--- config.mk ---
export PLATFORM = sky130hd
export DESIGN_NAME = pipe_ctrl
export DESIGN_NICKNAME = d
export VERILOG_FILES = /design/src/rtl/pipe_ctrl.sv
export SDC_FILE = /design/constraint.sdc
export NUM_CORES = 1
export LEC_CHECK = 0
export CAP_MARGIN = 10
export CORE_UTILIZATION = 39
export CTS_BUF_LIST = sky130_fd_sc_hd__clkbuf_16
export CTS_CLUSTER_DIAMETER = 60
export DETAILED_ROUTE_END_ITERATION = 7
export PLACE_DENSITY = 0.76
export REMOVE_ABC_BUFFERS = 1
export SYNTH_ARGS = -nofsm -noshare
export SYNTH_HDL_FRONTEND = slang
export SYNTH_SLANG_ARGS = --single-unit
--- constraint.sdc ---
create_clock -name clk -period 1.65 [get_ports clk]
set_clock_uncertainty 0.1 [all_clocks]
set_input_delay 0.2475 -clock clk [delete_from_list [all_inputs] [get_ports clk]]
set_output_delay 0.2475 -clock clk [all_outputs]
set_load 0.05 [all_outputs]
--- src/rtl/pipe_ctrl.sv ---
// Pipeline sequencing controller: stall-vector merge, boot-gated fetch enable, branch redirect buffer.
// Define PIPE_CTRL_DELAY_SLOT_EN for a MIPS delay slot (flush tied low).
module pipe_ctrl #(
  parameter int unsigned BOOT_CYCLES = 2
) (
  input  logic        clk,
  input  logic        rst,
  input  logic        stallreq_if,
  input  logic        stallreq_id,
  input  logic        stallreq_ex,
  input  logic        stallreq_mem,
  input  logic        branch_flag_i,
  input  logic [31:0] branch_target_address_i,
  output logic [5:0]  stall,
  output logic        ce,
  output logic        branch_flag_o,
  output logic [31:0] branch_target_address_o,
  output logic        flush
);

  typedef enum logic [1:0] {StBoot, StRun, StPend} state_e;

  localparam logic [3:0] BootLast = 4'(BOOT_CYCLES - 1);

  state_e      state_q, state_d;
  logic [3:0]  boot_cnt_q, boot_cnt_d;
  logic [31:0] pend_target_q, pend_target_d;
  logic        ce_q, ce_d;
  logic [5:0]  stall_req;
  logic        accept;

  always_comb begin
    stall_req = 6'b000000;
    if (stallreq_mem)      stall_req = 6'b011111;
    else if (stallreq_ex)  stall_req = 6'b001111;
    else if (stallreq_id)  stall_req = 6'b000111;
    else if (stallreq_if)  stall_req = 6'b000011;
  end

  // ce is low exactly while in boot, so this also silences stalls there.
  assign stall = ce_q ? stall_req : 6'b000000;
  assign ce    = ce_q;

  // A branch seen while ID is stalled will be re-presented, so it is not taken here.
  assign accept = branch_flag_i && !stall[2];

  always_comb begin
    state_d                 = state_q;
    boot_cnt_d              = boot_cnt_q;
    pend_target_d           = pend_target_q;
    branch_flag_o           = 1'b0;
    branch_target_address_o = 32'h0;
    unique case (state_q)
      StBoot: begin
        if (boot_cnt_q == BootLast) begin
          state_d    = StRun;
          boot_cnt_d = 4'd0;
        end else begin
          boot_cnt_d = boot_cnt_q + 4'd1;
        end
      end
      StRun: begin
        if (accept) begin
          if (!stall[0]) begin
            branch_flag_o           = 1'b1;
            branch_target_address_o = branch_target_address_i;
          end else begin
            pend_target_d = branch_target_address_i;
            state_d       = StPend;
          end
        end
      end
      StPend: begin
        if (!stall[0]) begin
          // Newest branch wins even in the release cycle.
          branch_flag_o           = 1'b1;
          branch_target_address_o = accept ? branch_target_address_i : pend_target_q;
          pend_target_d           = 32'h0;
          state_d                 = StRun;
        end else if (accept) begin
          pend_target_d = branch_target_address_i;
        end
      end
      default: state_d = StBoot;
    endcase
  end

  assign ce_d = (state_d != StBoot);

  always_ff @(posedge clk or negedge rst) begin
    if (!rst) begin
      state_q       <= StBoot;
      boot_cnt_q    <= 4'd0;
      pend_target_q <= 32'h0;
      ce_q          <= 1'b0;
    end else begin
      state_q       <= state_d;
      boot_cnt_q    <= boot_cnt_d;
      pend_target_q <= pend_target_d;
      ce_q          <= ce_d;
    end
  end

`ifdef PIPE_CTRL_DELAY_SLOT_EN
  assign flush = 1'b0;
`else
  assign flush = branch_flag_o;
`endif

endmodule
==> reports/summary.txt <==
HPWL Detailed: 3650 um
critical path arrival: 1990 ps
hold_sp: pend_target_q[17]
# IOs: 80
most common cell after layout, fill and taps aside: a22o_1
commonest non-fill, non-tap cells in the layout: 47 x a22o_1, 39 x dfrtp_1, 39 x buf_12
CP max-delay cell: dfrtp_1
antenna violations before repair: 0
Core ar.: 4820 um^2
dpl cell area: 3350 um^2
Net Sw Frac: 0.385
fmax: 428 MHz
crit end category: output port
most frequent CP cell: buf_6
ANT cells: 0
DRC: 0
Fillers: 258
CP required: 1300 ps
worst skew pair latency: 280 ps
Flop pwr share: 0.299
hold path cells: 1
Worst Hold Endpoint: pend_target_q[17]
startpoint types: flop
FF/Latch Area: 976 um^2
CP Max Fanout: 8
maximum vdd drop: 802 uV
final period utilization: 1.42
synthesized cell area: 1980 um^2
Max-cap violations: 0
WL final: 6980 um
fin crit period: 2340 ps
Area growth syn-to-layout: 99.1%
Post-synth EDFFs: 0
Cell Pwr Density: 1440 nW/um^2
DRT Pass-1 Iters: 4
die span in y: 73.3 um
Worst R2R Start: state_q[0]
Place WS: -803 ps
nets: 324
RSZ-0062 raised after global routing: yes
GP Congestion: 0.804
asr flop ratio synth: 1.00
Initial Utilization: 0.412
post-synth cell types: 36
gr usage total: 0.256
DRT iter0 DRCs: 85
largest net degree at the start of global routing: 40
Vias/cell: 5.68
CTS tree: yes
Synth warnings: 0
worst r2r path cells: 9
count of pins over their slew limit: 0
share of layout cells above drive strength 1: 0.457
# setup viols final: 68
first-pass GRT wire length: 10300 um
Pleak: 1.84 nW
Pint: 3.49 mW
IO Port Bufs: 78
number of global-route vias before repair: 2061
ANT nets after route: 0
setup_tns: -32730 ps
Core Rows: 25
Clk network pwr share: 0.163
global route overflow: 0
Final Hold Viols: 0
H-tree Lvls: 2
area of the multi-input gates: 1140 um^2
post-route cell area: 3950 um^2
Yosys reg bits: 39
combinational fraction of design power: 0.538
Cell Chain, Critical Path: inv_2, ha_4, nand2b_4, nor3_4, buf_6, buf_6, a22o_1, buf_12
worst min path class: reg -> reg
slowest cell delay on critical path: 420 ps
full die area: 5380 um^2
DR WL/cell: 20.0 um
commonest register cell after synthesis: dfrtp_1
CP Class: reg -> out
FF-to-FF setup slack: -380 ps
post-synthesis sequential area ratio: 0.492
Worst-path clk slew: 50 ps
violated checks: setup timing
Tot Pwr: 5.68 mW
CTS Sinks: 39
TritonCTS Buffers: 5
final worst slack: -688 ps
total net switching power: 2.19 mW
Post-Syn Instances: 168
clock buffer depth: 2
outcome: finished, violations left
Root Buffer: clkbuf_16
Avg Cell Area, Syn: 11.8 um^2
total number of vias: 1981
chip width: 73.3 um
Reg-to-Reg End: pend_target_q[3]
-- worst max-delay path, delay by kind of cell (launching register included) --
| family | cells | cell delay [ps] |
|---|---|---|
| adder cells (fa/ha/maj) | 1 | 290 |
| AO/OA/AOI/OAI | 1 | 200 |
| buffers and inverters | 4 | 530 |
| flip-flops | 1 | 420 |
| AND/OR/NAND/NOR | 2 | 270 |
-- state kept, by name, summed over array words and instances, names as in the netlist --
name / cells
ce: 1
pend_target_q: 32
state_q: 2
boot_cnt_q: 4
-- through the flow --
stage               hold WS, ps  instances   util
CTS                         408        344  0.783
global placement            229        325  0.695
finish                      408        349  0.820
global route                420        349  0.820
detailed placement          238        325  0.695
floorplan                  -148        152      -
-- final cells by class --
class / instances / share of cell area
multi-input combinational: 109 / 0.289
timing repair buffer: 122 / 0.404
clock inverter: 3 / 0.00317
clock buffer: 5 / 0.0317
tap: 67 / 0.0212
sequential: 39 / 0.247
inverter: 4 / 0.00443
-- metal layers --
layer,vias to the layer above,track usage,part of all wire
li1,887,-,-
met5,-,0,0
met3,14,0.0535,0.044
met2,66,0.435,0.52
met1,1014,0.321,0.42
met4,0,0.0940,0.018
-- power groups by stage --
stage | combinational, mW | clock [mW] | sequential [mW]
floorplan | 1.41 | 0 | 1.64
global placement | 2.59 | 0 | 1.61
detailed placement | 2.64 | 0 | 1.63
CTS | 2.92 | 0.922 | 1.64
global route | 3.20 | 0.967 | 1.74
finish | 3.06 | 0.924 | 1.70
-- cells by family (layout without fill, tap and decap cells) --
logic type | after synthesis | in the layout | share of synthesized area
compound gates | 76 | 76 | 0.327
flops | 39 | 39 | 0.492
simple gates | 25 | 25 | 0.0801
buf+inv | 20 | 134 | 0.0612
fa+ha+maj | 4 | 4 | 0.0252
xor+xnor | 3 | 3 | 0.0132
other cells | 1 | 1 | 0.00189
-- what timing repair did --
action	CTS	global route
hold endpoints to repair	39	0
gates resized for setup	47	23
hold buffers	1	0
endpoints found under the setup margin	71	69
cloned	5	0
pin swaps	23	15
setup buffers	6	6
-- how the worst max path moves through the flow --
stage	depth (start not counted)	endpoint	startpoint	slack, ps
detailed placement	7	branch_target_address_o[2]	stallreq_mem	-800
finish	8	branch_target_address_o[16]	state_q[1]	-690
CTS	8	branch_target_address_o[10]	state_q[0]	-610
floorplan	4	branch_target_address_o[0]	ce	-1740
global route	8	branch_target_address_o[16]	state_q[0]	-740
global placement	7	branch_target_address_o[26]	stallreq_mem	-800
-- cell usage after synthesis, types with 2 or more instances --
cell | number | share of area
a22o_1 | 64 | 0.28
dfrtp_1 | 39 | 0.49
buf_4 | 6 | 0.023
clkbuf_1 | 6 | 0.011
nor2_1 | 5 | 0.0095
ha_1 | 4 | 0.025
inv_1 | 4 | 0.0076
nand2_1 | 4 | 0.0076
buf_6 | 3 | 0.017
a21oi_1 | 2 | 0.0050
nand3_1 | 2 | 0.0050
nor2b_1 | 2 | 0.0063
nor3_1 | 2 | 0.0050
o21ai_0 | 2 | 0.0050
xnor2_1 | 2 | 0.0088
Power figures use the tool's default switching activity.
